[src/rtl/matmul_pkg.sv]
// Shared definitions for the matmul scheduler: default sizes, FSM state
// encoding and the column-tile count helper.
package matmul_pkg;

  localparam int P_DEF     = 8;
  localparam int AW_DEF    = 10;
  localparam int DIM_W_DEF = 8;

  // state   | meaning
  // IDLE    | waiting for start, cfg not yet latched
  // RUN     | one operand read per cycle, k advancing
  // DRAIN   | no read; last MAC of the row completes
  // WB      | result row presented, waiting for wb_ready
  // DONE    | one-cycle completion pulse
  typedef enum logic [2:0] {
    ST_IDLE  = 3'd0,
    ST_RUN   = 3'd1,
    ST_DRAIN = 3'd2,
    ST_WB    = 3'd3,
    ST_DONE  = 3'd4
  } state_t;

  // Number of P-wide column tiles needed to cover n output columns.
  function automatic int unsigned ceil_div(input int unsigned n, input int unsigned d);
    return (n + d - 1) / d;
  endfunction

endpackage

[src/rtl/matmul_addr_gen.sv]
// Loop counters and operand address accumulators for the matmul scheduler.
// Addresses are built from running bases (no multipliers): the A row base
// steps by K per row, the B pointer steps by NT per k and restarts at the
// tile index t for every row.
module matmul_addr_gen
  import matmul_pkg::*;
#(
  parameter int P     = P_DEF,
  parameter int AW    = AW_DEF,
  parameter int DIM_W = DIM_W_DEF
) (
  input  logic             clk,
  input  logic             resetn,
  input  logic             init,
  input  logic             k_step,
  input  logic             row_adv,
  input  logic [DIM_W-1:0] cfg_m,
  input  logic [DIM_W-1:0] cfg_k,
  input  logic [DIM_W-1:0] cfg_nt,
  output logic [AW-1:0]    a_addr,
  output logic [AW-1:0]    b_addr,
  output logic [DIM_W-1:0] row,
  output logic [DIM_W-1:0] col,
  output logic             k_first,
  output logic             k_last,
  output logic             r_last,
  output logic             t_last
);

  logic [DIM_W-1:0] k_cnt;
  logic [DIM_W-1:0] r_cnt;
  logic [DIM_W-1:0] t_cnt;
  logic [DIM_W-1:0] col_base;
  logic [AW-1:0]    a_base;
  logic [AW-1:0]    b_ptr;
  logic [AW-1:0]    b_tile;

  assign k_first = (k_cnt == '0);
  assign k_last  = (k_cnt == cfg_k - DIM_W'(1));
  assign r_last  = (r_cnt == cfg_m - DIM_W'(1));
  assign t_last  = (t_cnt == cfg_nt - DIM_W'(1));

  assign a_addr = a_base + AW'(k_cnt);
  assign b_addr = b_ptr;
  assign row    = r_cnt;
  assign col    = col_base;

  // Counter/accumulator update: k inner loop, r middle, t outer.
  always_ff @(posedge clk or negedge resetn) begin
    if (!resetn) begin
      k_cnt    <= '0;
      r_cnt    <= '0;
      t_cnt    <= '0;
      col_base <= '0;
      a_base   <= '0;
      b_ptr    <= '0;
      b_tile   <= '0;
    end else if (init) begin
      k_cnt    <= '0;
      r_cnt    <= '0;
      t_cnt    <= '0;
      col_base <= '0;
      a_base   <= '0;
      b_ptr    <= '0;
      b_tile   <= '0;
    end else begin
      if (k_step) begin
        if (k_last) begin
          k_cnt <= '0;
          b_ptr <= b_tile;
        end else begin
          k_cnt <= k_cnt + DIM_W'(1);
          b_ptr <= b_ptr + AW'(cfg_nt);
        end
      end
      // k_step and row_adv are never high together (RUN vs WB).
      if (row_adv) begin
        if (r_last) begin
          r_cnt    <= '0;
          a_base   <= '0;
          t_cnt    <= t_cnt + DIM_W'(1);
          col_base <= col_base + DIM_W'(P);
          b_tile   <= b_tile + AW'(1);
          b_ptr    <= b_tile + AW'(1);
        end else begin
          r_cnt  <= r_cnt + DIM_W'(1);
          a_base <= a_base + AW'(cfg_k);
        end
      end
    end
  end

endmodule

[src/rtl/matmul_sched.sv]
// Matmul scheduler top: latches the job configuration, runs the
// IDLE/RUN/DRAIN/WB/DONE sequence and drives read, MAC and write-back
// strobes. Optional busy-cycle counter enabled by MATMUL_SCHED_PERF_EN;
// without it perf_cycles is constant zero.
//
// state   | meaning
// IDLE    | waiting for start
// RUN     | rd_en high, one k per cycle
// DRAIN   | rd_en low, final mac_en of the row
// WB      | wb_valid high until wb_ready
// DONE    | done pulse, then back to IDLE
module matmul_sched
  import matmul_pkg::*;
#(
  parameter int P     = P_DEF,
  parameter int AW    = AW_DEF,
  parameter int DIM_W = DIM_W_DEF
) (
  input  logic             clk,
  input  logic             resetn,
  input  logic             start,
  input  logic [DIM_W-1:0] cfg_m,
  input  logic [DIM_W-1:0] cfg_k,
  input  logic [DIM_W-1:0] cfg_n,
  output logic             busy,
  output logic             done,
  output logic             err,
  output logic             rd_en,
  output logic [AW-1:0]    a_addr,
  output logic [AW-1:0]    b_addr,
  output logic             mac_en,
  output logic             mac_clr,
  output logic             wb_valid,
  input  logic             wb_ready,
  output logic [DIM_W-1:0] wb_row,
  output logic [DIM_W-1:0] wb_col,
  output logic [31:0]      perf_cycles
);

  state_t           state_q;
  state_t           state_d;
  logic [DIM_W-1:0] m_q;
  logic [DIM_W-1:0] k_q;
  logic [DIM_W-1:0] nt_q;
  logic             err_q;
  logic             mac_en_q;
  logic             mac_clr_q;
  logic             accept;
  logic             zero_dim;
  logic             k_step;
  logic             row_adv;
  logic             k_first;
  logic             k_last;
  logic             r_last;
  logic             t_last;

  assign zero_dim = (cfg_m == '0) || (cfg_k == '0) || (cfg_n == '0);
  assign accept   = (state_q == ST_IDLE) && start;

  assign err     = err_q;
  assign mac_en  = mac_en_q;
  assign mac_clr = mac_clr_q;

  matmul_addr_gen #(
    .P     (P),
    .AW    (AW),
    .DIM_W (DIM_W)
  ) u_addr_gen (
    .clk     (clk),
    .resetn  (resetn),
    .init    (accept),
    .k_step  (k_step),
    .row_adv (row_adv),
    .cfg_m   (m_q),
    .cfg_k   (k_q),
    .cfg_nt  (nt_q),
    .a_addr  (a_addr),
    .b_addr  (b_addr),
    .row     (wb_row),
    .col     (wb_col),
    .k_first (k_first),
    .k_last  (k_last),
    .r_last  (r_last),
    .t_last  (t_last)
  );

  // State register.
  always_ff @(posedge clk or negedge resetn) begin
    if (!resetn) begin
      state_q <= ST_IDLE;
    end else begin
      state_q <= state_d;
    end
  end

  // Next-state and strobe decode; outputs depend on state only, so reset
  // drives them low immediately.
  always_comb begin
    state_d  = state_q;
    busy     = 1'b1;
    done     = 1'b0;
    rd_en    = 1'b0;
    wb_valid = 1'b0;
    k_step   = 1'b0;
    row_adv  = 1'b0;
    case (state_q)
      ST_IDLE: begin
        busy = 1'b0;
        if (start) begin
          state_d = zero_dim ? ST_DONE : ST_RUN;
        end
      end
      ST_RUN: begin
        rd_en  = 1'b1;
        k_step = 1'b1;
        if (k_last) begin
          state_d = ST_DRAIN;
        end
      end
      ST_DRAIN: begin
        state_d = ST_WB;
      end
      ST_WB: begin
        wb_valid = 1'b1;
        if (wb_ready) begin
          row_adv = 1'b1;
          state_d = (r_last && t_last) ? ST_DONE : ST_RUN;
        end
      end
      ST_DONE: begin
        done    = 1'b1;
        state_d = ST_IDLE;
      end
      default: begin
        busy    = 1'b0;
        state_d = ST_IDLE;
      end
    endcase
  end

  // Job configuration, captured only when a start is accepted.
  always_ff @(posedge clk or negedge resetn) begin
    if (!resetn) begin
      m_q   <= '0;
      k_q   <= '0;
      nt_q  <= '0;
      err_q <= 1'b0;
    end else if (accept) begin
      m_q   <= cfg_m;
      k_q   <= cfg_k;
      nt_q  <= DIM_W'(ceil_div(32'(cfg_n), P));
      err_q <= zero_dim;
    end
  end

  // MAC strobes trail the read by the one-cycle memory latency; clear rides
  // with the first k of each row so the accumulator loads instead of adds.
  always_ff @(posedge clk or negedge resetn) begin
    if (!resetn) begin
      mac_en_q  <= 1'b0;
      mac_clr_q <= 1'b0;
    end else begin
      mac_en_q  <= rd_en;
      mac_clr_q <= rd_en && k_first;
    end
  end

`ifdef MATMUL_SCHED_PERF_EN
  logic [31:0] perf_q;

  // Busy-cycle counter; holds after done until the next accepted start.
  always_ff @(posedge clk or negedge resetn) begin
    if (!resetn) begin
      perf_q <= '0;
    end else if (accept) begin
      perf_q <= '0;
    end else if (busy) begin
      perf_q <= perf_q + 32'd1;
    end
  end

  assign perf_cycles = perf_q;
`else
  assign perf_cycles = 32'd0;
`endif

endmodule

[config.mk]
export PLATFORM = sky130hd
export DESIGN_NAME = matmul_sched
export DESIGN_NICKNAME = d
export VERILOG_FILES = /design/src/rtl/matmul_pkg.sv /design/src/rtl/matmul_addr_gen.sv /design/src/rtl/matmul_sched.sv
export SDC_FILE = /design/constraint.sdc
export NUM_CORES = 1
export LEC_CHECK = 0
export ABC_CLOCK_PERIOD_IN_PS = 3300
export CAP_MARGIN = 20
export CORE_ASPECT_RATIO = 1.4
export CORE_MARGIN = 4
export CORE_UTILIZATION = 54
export DETAILED_ROUTE_END_ITERATION = 12
export PLACE_DENSITY = 0.81
export RECOVER_POWER = 50
export REMOVE_ABC_BUFFERS = 1
export SYNTH_ARGS = -nofsm -noshare
export SYNTH_HDL_FRONTEND = slang
export SYNTH_SLANG_ARGS = --single-unit
[constraint.sdc]
create_clock -name clk -period 3.3 [get_ports clk]
set_input_delay 0.33 -clock clk [delete_from_list [all_inputs] [get_ports clk]]
set_output_delay 0.33 -clock clk [all_outputs]
set_load 0.1 [all_outputs]
* Word level (Yosys, flattened, before mapping)
Cells that the tools add are included.
** Operators by class
- Equality and inequality tests :: 10
- $add $sub $neg :: 13
- Reductions and logical operators :: 16
- Muxes and demuxes :: 35
** Operator list (count)
- 2-to-1 mux 10 bit :: 11
- 2-to-1 mux 8 bit :: 12
- logical NOT 8 bit :: 4
- adder 10 x 8 -> 10 bit :: 3
- adder 8 x 1 -> 8 bit, second input constant :: 3
- == test 8 bit :: 3
- subtractor 8 x 1 -> 8 bit, second input constant :: 3
- 2-to-1 mux 3 bit :: 5
- one-hot mux 3 bit (4 select lines) :: 1
- adder 10 x 1 -> 10 bit, second input constant :: 1
- subtractor 9 x 1 -> 10 bit, second input constant :: 1
- adder 8 x 4 -> 9 bit, second input constant :: 1
- adder 8 x 4 -> 8 bit, second input constant :: 1
- == test 3 x 2 -> 1 bit, second input constant :: 2
- 2-to-1 mux 1 bit :: 6
- != test 2 bit, second input constant :: 3
- nonzero test 2 bit :: 3
- OR reduction 4 bit :: 1
- == test 3 x 1 -> 1 bit, second input constant :: 1
- == test 3 bit, second input constant :: 1
- logical AND 1 bit :: 3
- logical NOT 3 bit :: 1
- AND reduction 3 bit :: 1
- logical OR 1 bit :: 2
- AND reduction 2 bit :: 1
** Storage, ports and cells
- Register bits :: 92
- Logic and storage cells :: 88

* Logic depth before layout (Yosys ltp)
- Depth in word-level cells :: 7
- Mapped depth :: 11
- Mapped depth without buffers :: 10

* By module
From an unflattened synthesis, not the netlist that was laid out.
** Second synthesis, totals
- Cell total of the unflattened synthesis :: 677
- Area total of the unflattened synthesis :: 6267.3 um^2
** Modules (own cells, without submodules)
- matmul_addr_gen :: cells an instance 539, sequential area each 1476.4 um^2, times used 1, area each 4718.3 um^2
- matmul_sched :: cells an instance 138, sequential area each 700.7 um^2, times used 1, area each 1549.0 um^2

* Worst setup path before layout
Ideal clock, no wire load.
- Path type :: register -> output
- Start :: register u_addr_gen.k_cnt[1]
- End :: output a_addr[9]
- Data arrival time :: 3290 ps
- Setup slack :: -320 ps
- Stages on the path, launching flop included :: 9
- Cells stage by stage :: dfrtp_1 ha_1 a21o_1 a21oi_1 nor2b_1 o21a_1 o22a_1 a41o_1 xnor2_1
** On the way
- Longest elaborated chain between the ends :: 1
** RTL lines
- start, declared :: line matmul_addr_gen.sv:30 : logic [DIM_W-1:0] k_cnt;
- start signal, assigned :: line matmul_addr_gen.sv:72 : k_cnt <= k_cnt + DIM_W'(1);
- adder 10 x 8 -> 10 bit :: line matmul_addr_gen.sv:43 : assign a_addr = a_base + AW'(k_cnt);
- end, declared :: line matmul_sched.sv:29 : output logic [AW-1:0] a_addr,
Every way passes these cells.

* Final worst setup path
Same ends and word-level chain as after synthesis.

==> run_results.csv <==
group,metric,value,unit
outcome,status,"complete, but fails checks",
outcome,violations,"max-capacitance violations, max-slew violations",
sta,rsz0062_at_grt,"no",
critical_path,path_class,"register to primary output",
grt,grt_usage,23.9,%
sta,slew_headroom,-45.9,%
drt,routedWlPerCell,16.8,um
die,pin_count,103,
placement,dpl_worst_slack,0.333,ns
clock_network,ctsResizeCount,0,
drt,dr.pass1.iters,5,
clock_network,clock_latency,0.34,ns
min_path,holdPathStages,1,
yosys,synth_cell_types,68,
sta,worst_slack,0.203,ns
die,die_y,134,um
die,dieArea,13100,sq um
critical_path,crit_arrival,2.77,ns
sta,fmax,323,MHz
critical_path,worstPathMaxFanout,7,
cells_and_area,final_util,64.7,%
power_and_ir_drop,power_density,987,nW/um^2
power_and_ir_drop,p_int,0.00328,W
clock_network,clockRootBuffer,"clkbuf_16",
sta,fin_crit_sh,93.9,%
sta,finalClockSkew,0.00583,ns
critical_path,critPathCaptureType,"primary output",
min_path,whs_endpoint,"u_addr_gen.a_base[9]",
drt,ant_nets,0,
clock_network,cts_tree,"built",
sta,worstMarginPinSlew,2.19,ns
die,core_area,11000,sq um
yosys,syn_area,6130,sq um
die,core.rowCount,45,
clock_network,numCtsBuffers,9,
drt,routed_wirelength,15400,um
sta,min_period,3.10,ns
yosys,async_flop_share,100,%
yosys,ys_seq_elements,87,
clock_network,cts_hold_buf,1,
die,start_util,55.8,%
cells_and_area,layout_commonest_cell,"nand2_1",
cells_and_area,antenna_cells,0,
yosys,ys.flop_type,"dfrtp_1",
placement,portBuffers,67,
cells_and_area,nets,836,
cells_and_area,syn_to_final_growth,15.9,%
yosys,synthCells,712,
placement,finalWeightedCongestion,0.873,
drt,first_iter_violations,360,
drt,drc,0,
power_and_ir_drop,swShare,53.2,%
yosys,ys_seq_area_share,35.5,%
placement,dp_hpwl,11500,um
clock_network,post-cts-setup-buffers,0,
drt,vias,5350,
clock_network,cts_sinks,87,
yosys,postSynthAreaPerCell,8.61,sq um
cells_and_area,drive_above_1_share,6.80,%
grt,antenna_found_initial,0,
grt,grt_pass1_wl,25600,um
min_path,min_from,"u_addr_gen.a_base[9]",
grt,grt_pass1_vias,5446,
sta,setup_violations,0,
clock_network,cts.htree.levels,3,
sta,slew_violations,71,
power_and_ir_drop,p_sw,0.00372,W
critical_path,rr_worst_depth,9,
min_path,hold_path.class,"register to register",
clock_network,path_clk_slew,0.06,ns
sta,hold_viol_final,0,
power_and_ir_drop,leakagePower,3.27,nW
drt,vias_per_cell,5.82,
die,die_w,98.0,um
yosys,synth-edff-count,0,
yosys,yosysWarnings,0,
critical_path,critPathRequiredTime,2.97,ns
grt,grt_max_degree,38,
critical_path,r2r_slack,0.28,ns
power_and_ir_drop,ir_worst_vdd,0.000662,V
power_and_ir_drop,clockPowerShare,13.9,%
clock_network,clockBufferDepth,2,
job,drv_cap,2,
critical_path,crit_start,"u_addr_gen.k_cnt[1]",
critical_path,critPathLaunchType,"register",
critical_path,r2r_start,"m_q[0]",
cells_and_area,layout_common_cells,"102 x nand2_1, 87 x dfrtp_1, 52 x clkdlybuf4s50_1",
grt,grt_overflow,0,
power_and_ir_drop,pwr-share-comb,60.9,%
power_and_ir_drop,pwr-share-seq,25.2,%
critical_path,regToRegEndpoint,"u_addr_gen.col[6]",
[worst max-delay path by stage]
stage	endpoint	slack, ns	depth (start not counted)
finish	a_addr[9]	0.20	9
global placement	u_addr_gen.col[7]	0.50	9
global route	u_addr_gen.a_base[8]	0.05	3
detailed placement	u_addr_gen.col[7]	0.33	9
CTS	a_addr[9]	0.20	9
floorplan	a_addr[9]	-0.32	8
[metal layers]
metal	global-route usage, %	wire length, um	vias to the layer above	part of all wire, %
li1	-	-	2544	-
met1	27.0	5970	2605	39
met2	43.8	8240	163	53
met3	3.80	729	38	4.7
met4	10.5	501	0	3.2
met5	0	0	-	0
[metrics by stage]
| step | total power (W) | cell area (sq um) | std cells | TNS, ns | hold WS (ns) |
|---|---|---|---|---|---|
| 3_3_place_gp | 0.00587 | 6830 | 903 | 0 | 0.332 |
| 3_5_place_dp | 0.00604 | 6830 | 903 | 0 | 0.334 |
| 4_1_cts | 0.00704 | 7130 | 920 | 0 | 0.479 |
| 6_report | 0.00701 | 7100 | 920 | 0 | 0.475 |
| 5_1_grt | 0.00742 | 7100 | 920 | 0 | 0.520 |
| 2_1_floorplan | 0.00475 | 5870 | 683 | -2.25 | 0.0344 |
[kinds of logic after synthesis]
kind of cell | count (synthesis) | share of synthesized area, %
AND/OR/NAND/NOR | 268 | 21.2
AO/OA/AOI/OAI | 144 | 15.2
buffers and inverters | 92 | 8.02
flip-flops | 87 | 35.5
XOR/XNOR | 70 | 10.0
adder cells (fa/ha/maj) | 34 | 7.31
multiplexers | 16 | 2.63
other | 1 | 0.0612
[power by group through the flow]
stage               sequential [W]  combinational, W  clock, W
detailed placement         0.00177           0.00427         0
global route               0.00181           0.00458   0.00103
CTS                        0.00175           0.00429  0.000990
global placement           0.00176           0.00412         0
finish                     0.00177           0.00426  0.000977
floorplan                  0.00215           0.00260         0
[registers in the layout (all words and copies together), names as in the netlist, 6 cells and up]
| name | cells |
|---|---|
| u_addr_gen.a_base | 10 |
| u_addr_gen.b_addr | 10 |
| u_addr_gen.b_tile | 10 |
| k_q | 8 |
| m_q | 8 |
| u_addr_gen.k_cnt | 8 |
| u_addr_gen.row | 8 |
| u_addr_gen.t_cnt | 8 |
| nt_q | 6 |
[cell usage after synthesis, types with 5 or more instances]
cell      number  area [sq um]
nand2_1      102           383
dfrtp_1       87          2180
o21ai_0       47           235
nor2_1        41           154
buf_4         36           270
xnor2_1       35           307
xor2_1        35           307
ha_1          31           388
a21oi_1       29           145
inv_1         28           105
nand3_1       23           115
nor3_1        22           110
clkbuf_1      20          75.1
mux2i_1       15           150
nand4_1       14          87.6
a21o_1        12          90.1
and3_1        10          62.6
nor4_1        10          62.6
a31oi_1        7          43.8
nand2b_1       7          43.8
and2_1         6          37.5
or2_2          6          37.5
a22o_1         5          43.8
nor2b_1        5          31.3
[worst max-delay path: stages, from the launching register on]
cell and delay [ns]:
dfrtp_1 0.51, ha_1 0.30, a21o_1 0.19, a21oi_1 0.24
nor2b_1 0.09, o21a_1 0.20, o22a_1 0.20, a41o_1 0.25
xnor2_1 0.25, buf_12 0.21
[final cells by class]
type                            instances  area, sq um
Clock buffer                           14          274
Clock inverter                          2         13.8
Fill cell                             917         3880
Inverter                               29          109
Multi-Input combinational cell        567         3600
Sequential cell                        87         2180
Tap cell                              141          176
Timing Repair Buffer                   80          754
(Power assumes the default switching activity.)
